<file path="src/rtl/mat_result_streamer.sv">
// Captures an N x N result matrix in one cycle and drains it as a row-major
// valid/ready element stream, chaining frames without a bubble.
module mat_result_streamer #(
  parameter int unsigned N      = 3,
  parameter int unsigned ELEM_W = 16,
  parameter int unsigned IDX_W  = $clog2(N*N)
) (
  input  logic                    clk,
  input  logic                    reset,
  input  logic                    load,
  input  logic [N*N*ELEM_W-1:0]   result_flat,
  output logic                    load_ready,
  output logic                    m_valid,
  input  logic                    m_ready,
  output logic [ELEM_W-1:0]       m_data,
  output logic [IDX_W-1:0]        m_index,
  output logic                    m_last,
  output logic [7:0]              frame_cnt,
  output logic                    err_overrun
);

  localparam int unsigned NUM_ELEM = N*N;
  localparam logic [IDX_W-1:0] LAST_IDX = IDX_W'(NUM_ELEM-1);

  typedef enum logic {IDLE, STREAM} state_e;

  state_e              state_q, state_d;
  logic [ELEM_W-1:0]   buf_q [NUM_ELEM];
  logic [ELEM_W-1:0]   buf_d [NUM_ELEM];
  logic [IDX_W-1:0]    idx_q, idx_d, nxt_idx;
  logic                valid_q, valid_d;
  logic [ELEM_W-1:0]   data_q, data_d;
  logic                last_q, last_d;
  logic [7:0]          frame_q, frame_d;
  logic                err_q, err_d;
  logic                beat, end_beat, accept;

  assign beat       = valid_q && m_ready;
  assign end_beat   = beat && last_q;
  assign load_ready = (state_q == IDLE) || end_beat;
  assign accept     = load && load_ready;
  assign nxt_idx    = idx_q + IDX_W'(1);

  // Next-state and registered-output logic.
  always_comb begin
    state_d = state_q;
    buf_d   = buf_q;
    idx_d   = idx_q;
    valid_d = valid_q;
    data_d  = data_q;
    last_d  = last_q;
    frame_d = frame_q;
    err_d   = err_q | (load & ~load_ready);

    if (end_beat) frame_d = frame_q + 8'd1;

    case (state_q)
      IDLE: begin
        if (accept) state_d = STREAM;
      end
      STREAM: begin
        if (end_beat && !accept) begin
          state_d = IDLE;
          valid_d = 1'b0;
          last_d  = 1'b0;
        end else if (beat && !end_beat) begin
          idx_d  = nxt_idx;
          data_d = buf_q[nxt_idx];
          last_d = (nxt_idx == LAST_IDX);
        end
      end
      default: state_d = IDLE;
    endcase

    // A new frame can start from IDLE or on the final beat of the current one.
    if (accept) begin
      for (int i = 0; i < int'(NUM_ELEM); i++) begin
        buf_d[i] = result_flat[i*ELEM_W +: ELEM_W];
      end
      idx_d   = '0;
      data_d  = result_flat[ELEM_W-1:0];
      last_d  = (LAST_IDX == '0);
      valid_d = 1'b1;
    end
  end

  always_ff @(posedge clk or negedge reset) begin
    if (!reset) begin
      state_q <= IDLE;
      for (int i = 0; i < int'(NUM_ELEM); i++) buf_q[i] <= '0;
      idx_q   <= '0;
      valid_q <= 1'b0;
      data_q  <= '0;
      last_q  <= 1'b0;
      frame_q <= '0;
      err_q   <= 1'b0;
    end else begin
      state_q <= state_d;
      buf_q   <= buf_d;
      idx_q   <= idx_d;
      valid_q <= valid_d;
      data_q  <= data_d;
      last_q  <= last_d;
      frame_q <= frame_d;
      err_q   <= err_d;
    end
  end

  assign m_valid     = valid_q;
  assign m_data      = data_q;
  assign m_index     = idx_q;
  assign m_last      = last_q;
  assign frame_cnt   = frame_q;
  assign err_overrun = err_q;

endmodule

</file>
<file path="config.mk">
export PLATFORM = sky130hd
export DESIGN_NAME = mat_result_streamer
export DESIGN_NICKNAME = d
export VERILOG_FILES = /design/src/rtl/mat_result_streamer.sv
export SDC_FILE = /design/constraint.sdc
export NUM_CORES = 1
export LEC_CHECK = 0
export CAP_MARGIN = 20
export CORE_MARGIN = 4
export CORE_UTILIZATION = 46
export DETAILED_ROUTE_END_ITERATION = 8
export GPL_ROUTABILITY_DRIVEN = 0
export PLACE_DENSITY_LB_ADDON = 0.1
export SLEW_MARGIN = 20
export SYNTH_ARGS = -nofsm -noshare
export SYNTH_HDL_FRONTEND = slang
export SYNTH_SLANG_ARGS = --single-unit
</file>
<file path="constraint.sdc">
create_clock -name clk -period 1.9 [get_ports clk]
set_clock_uncertainty 0.2 [all_clocks]
set_input_delay 0.285 -clock clk [delete_from_list [all_inputs] [get_ports clk]]
set_output_delay 0.285 -clock clk [all_outputs]
set_load 0.005 [all_outputs]
</file>
# Word-level counts from Yosys, hierarchy flattened
# Cells that the tools add are included.
[op_classes]
addsub = 2
n_lt_le_gt_ge = 1
eq_ne = 2
muxes = 21
n_bitwise = 5
reduce_logical = 15
[op_table]
columns = ["operator", "n"]
rows = [
  ["two-way mux 16 bit", 6],
  ["binary-select mux 16 bit (select 4 bit)", 1],
  ["two-way mux 4 bit", 4],
  ["two-way mux 1 bit", 9],
  ["adder 8 x 1 -> 8 bit, second input constant", 1],
  ["nonzero test 2 bit", 3],
  ["greater-or-equal comparator 5 bit, second input constant", 1],
  ["logical AND 1 bit", 5],
  ["inverter 4 -> 5 bit", 1],
  ["adder 4 x 1 -> 4 bit, second input constant", 1],
  ["== test 4 bit, second input constant", 1],
  ["AND reduction 2 bit", 2],
  ["AND reduction 3 bit", 1],
  ["nonzero test 3 bit", 1],
  ["logical NOT 1 bit", 2],
  ["inequality test 2 bit, second input constant", 1],
  ["inverter 1 bit", 2],
  ["one-hot mux 1 bit (2 select lines)", 1],
  ["AND 1 bit", 1],
  ["logical OR 1 bit", 1],
  ["bitwise OR 1 bit", 1],
]
[totals]
reg_bits = 176
inputBits = 148
out_inout_bits = 32
wordCells = 62

# Depth between registers and ports, before layout
[depth]
word_depth = 9
mapped_depth = 8
depth_no_buf = 6

# Worst setup path after synthesis
# OpenSTA, ideal clock, no wires.
[synth_timing]
kind = "reg2reg"
from = "register idx_q[0] (netlist: m_index[0])"
to = "register data_q[10] (netlist: m_data[10])"
setup_time_ps = 73
t_arrival_ps = 1849
t_required_ps = 1627
slack_ps = -222
stages_incl_launch_ff = 8
n_path_buf = 1
synth_period_minus_slack_ps = 2122
cell_sequence = "dfrtp_1 -> ha_1 -> nor2_1 -> nand2_1 -> a2111oi_4 -> buf_6 -> a221oi_2 -> a21oi_2"
[synth_between]
elab_chain_len = 9
[synth_lines]
columns = ["item", "line_no", "rtl"]
rows = [
  ["from (decl)", "30", "logic [IDX_W-1:0] idx_q, idx_d, nxt_idx;"],
  ["from (signal assigned)", "100", "idx_q <= idx_d;"],
  ["adder 4 x 1 -> 4 bit", "42", "assign nxt_idx = idx_q + IDX_W'(1);"],
  ["inverter 4 -> 5 bit (not written as such)", "68", "data_d = buf_q[nxt_idx];"],
  ["binary-select mux 16 bit (select 4 bit)", "68", ""],
  ["two-way mux 16 bit (not written as such) (2 in series)", "68", ""],
  ["two-way mux 16 bit", "66", "end else if (beat && !end_beat) begin"],
  ["two-way mux 16 bit", "62", "if (end_beat && !accept) begin"],
  ["two-way mux 16 bit", "57", "case (state_q)"],
  ["two-way mux 16 bit", "76", "if (accept) begin"],
  ["to (signal assigned)", "102", "data_q <= data_d;"],
  ["to (decl)", "32", "logic [ELEM_W-1:0] data_q, data_d;"],
]
# Every way passes these cells. The select of a mux whose other input is x is not followed.
# A chain may end at the register's enable or synchronous reset.

# Worst setup path after layout
[layout_timing]
from = "register idx_q[1] (netlist: m_index[1])"
to = "register data_q[8] (netlist: m_data[8])"
# The elaborated chain is that of the path after synthesis.

==> impl_metrics.yaml <==
run_status:
  status: "finished with violations"
  violations: "negative setup slack"
sta:
  post-route-period-util: 1.12
  rsz0062_at_grt: "true"
  fin_tns_setup_ps: -5810
  slew_viol_final: 0
  setup-violations-final: 121
  fin_ws_ps: -220
  fin_crit_ps: 2120
  fmax_mhz: 472
  maxSlewHeadroom: 0.787
  worstMarginPinSlew_ps: 310
  hold_violations: 0
cells_and_area:
  nets: 1003
  stdcell_count: 1090
  final_util: 0.748
  area_delta_synth_final_pct: 60.2
  antenna_cells: 0
  post_route_cells_drive_above_1_share: 0.420
floorplan:
  die_h_um: 140
  dieArea_mm2: 0.0196
  initial_core_util: 0.467
  core_mm2: 0.0172
  pin_count: 180
  fp-row-count: 48
  die-width_um: 140
clock_tree:
  cts_htree_levels: 4
  clk_transition_reported_paths_ps: 70
  cts_buffers: 17
  clock_latency_ps: 430
  clkSinkCount: 176
  clock_path_buffers: 2
  clockRootBuffer: "clkbuf_16"
  cts_tree: "built"
drt:
  vias_per_cell: 5.56
  vias: 6057
  ant_nets: 0
  drt-initial-drc-count: 275
  routed_wl_um: 24200
  routedWlPerCell_um: 22.2
  post-route-drc-count: 0
  first_pass_iters: 5
critical_path:
  endpoint_kind: "flop"
  critPathMostFrequentCell: "buf_6"
  critPathArrivalTime_ps: 2230
  cpPeakStageDelay_ps: 440
  reg2reg_to: "m_data[8]"
  critPathKind: "reg -> reg"
  cp_max_fo: 17
  worst-path-buf-inv: 2
  crit_path_start_kind: "flop"
  r2r-start: "m_index[1]"
  crit_start: "m_index[1]"
  cp_data_required_time_ps: 2010
  path_delay_family: "flip-flops"
  critPathSlowestCell: "dfrtp_2"
  r2r_slack_ps: -220
  crit_chain: "buf_6, ha_4, buf_6, mux2i_1, a22oi_1, nand3_1, a21oi_2"
  reg2regPathDepth: 7
synthesis:
  syn_area_mm2: 0.00802
  ys_seq_area_frac: 0.549
  syn_avg_cell_area_um2: 13.8
  synth_seq_cells: 176
  synth_cell_type_count: 36
  synth_fp_nets: 731
  synth_warnings: 0
  synth_cells: 580
place:
  hpwl_um: 15200
  preCtsSetupSlack_ps: -479
  io_buffers: 179
  placed_cells: 1012
global_routing:
  grt-ovfl-total: 0
  grt_max_degree: 50
  grt_pass1_wl_um: 34600
  grt.total_usage: 0.223
  grt_pass1_vias: 6269
  antenna_found_initial: 1
pwr:
  finalPower_mw: 21.2
  vdd_drop_max_mv: 0.848
  leakage_nw: 5.64
  powerDensity_mw_per_mm2: 1650
job:
  cap_viol_max_count: 0
worst_hold_path:
  hp-class: "in -> async"
==> worst max path at each step <==
| stage | cells past startpoint | to |
|---|---|---|
| 3_5_place_dp | 6 | buf_q[103] |
| 3_3_place_gp | 6 | buf_q[26] |
| 2_1_floorplan | 7 | m_data[10] |
| 4_1_cts | 7 | m_data[8] |
| 5_1_grt | 7 | m_data[8] |
| 6_report | 7 | m_data[8] |
==> where the power goes <==
group / internal [mW] / switching, mW / leakage (nW)
logic: 6.45 / 4.50 / 3.23
registers: 5.59 / 1.23 / 2.13
clock network: 1.95 / 1.47 / 0.284
==> cell usage in the layout (no fill, tap or decap), types with 14 or more instances in the layout <==
cell and n:
a21oi_2 14, a22oi_1 18, a22oi_2 14, buf_12 27
buf_4 45, buf_6 14, clkbuf_16 31, clkdlybuf4s50_1 171
dfrtp_1 173, mux2_2 17, mux2_4 128, mux2i_1 56
nand3_1 17, nor2_1 20
==> layout make-up <==
class	count	area, um^2
Clock buffer	24	492
Clock inverter	8	80.1
Fill cell	1101	4330
Inverter	2	7.51
Multi-Input combinational cell	365	4200
Sequential cell	176	4410
Tap cell	225	282
Timing Repair Buffer	290	3380
==> flip-flops by register name, summed over array words and instances, names as in the netlist <==
| register | flops |
|---|---|
| buf_q | 144 |
| m_data | 16 |
| frame_cnt | 8 |
| m_index | 4 |
| err_overrun | 1 |
| m_last | 1 |
| m_valid | 1 |
| state_q | 1 |
==> synth_stat cells (all sizes together) <==
library cell,number,area [um^2]
a2111oi,1,27.5
a211oi,1,7.51
a21boi,2,15.0
a21oi,17,123
a221oi,16,203
a22oi,32,240
a31o,1,8.76
a32o,2,20.0
and2,3,18.8
and3,1,6.26
and3b,1,8.76
buf,30,199
clkbuf,7,30.0
dfrtp,176,4400
ha,3,37.5
inv,2,7.51
mux2,145,1630
mux2i,64,641
nand2,9,33.8
nand2b,2,12.5
nand3,24,125
nor2,23,86.3
nor2b,1,6.26
o211ai,1,12.5
o21a,1,7.51
o21ai,5,25.0
o22ai,1,6.26
xnor2,7,61.3
xor2,2,17.5
==> layer usage <==
| metal | GRT usage | up-vias | wire [um] |
|---|---|---|---|
| met3 | 0.0546 | 21 | 1370 |
| met5 | 0 | - | 20 |
| met1 | 0.307 | 3139 | 10900 |
| li1 | - | 2691 | - |
| met4 | 0.0525 | 2 | 223 |
| met2 | 0.362 | 204 | 11700 |
==> timing repair <==
action                     CTS  global route
setup buffers               13            14
pin swaps                   19            15
hold endpoints to repair   176             0
gates resized for setup     42           191
setup endpoints to repair  152           144
gates cloned                 3            18
hold buffers                 1             0
==> stage by stage <==
stage | area [um^2] | hold slack (ps)
5_1_grt | 12900 | 152
4_1_cts | 11600 | 124
6_report | 12900 | 113
3_3_place_gp | 10700 | -2.20
2_1_floorplan | 8080 | -211
3_5_place_dp | 10700 | 2.00
==> cells by family after synthesis <==
group,after synthesis,share of synthesized area
multiplexers,209,0.283
flip-flops,176,0.549
AO/OA/AOI/OAI,80,0.0867
AND/OR/NAND/NOR,64,0.0371
buffers and inverters,39,0.0295
XOR/XNOR,9,0.00982
adder cells (fa/ha/maj),3,0.00468
Note: power is estimated with default switching activity, not from simulation.
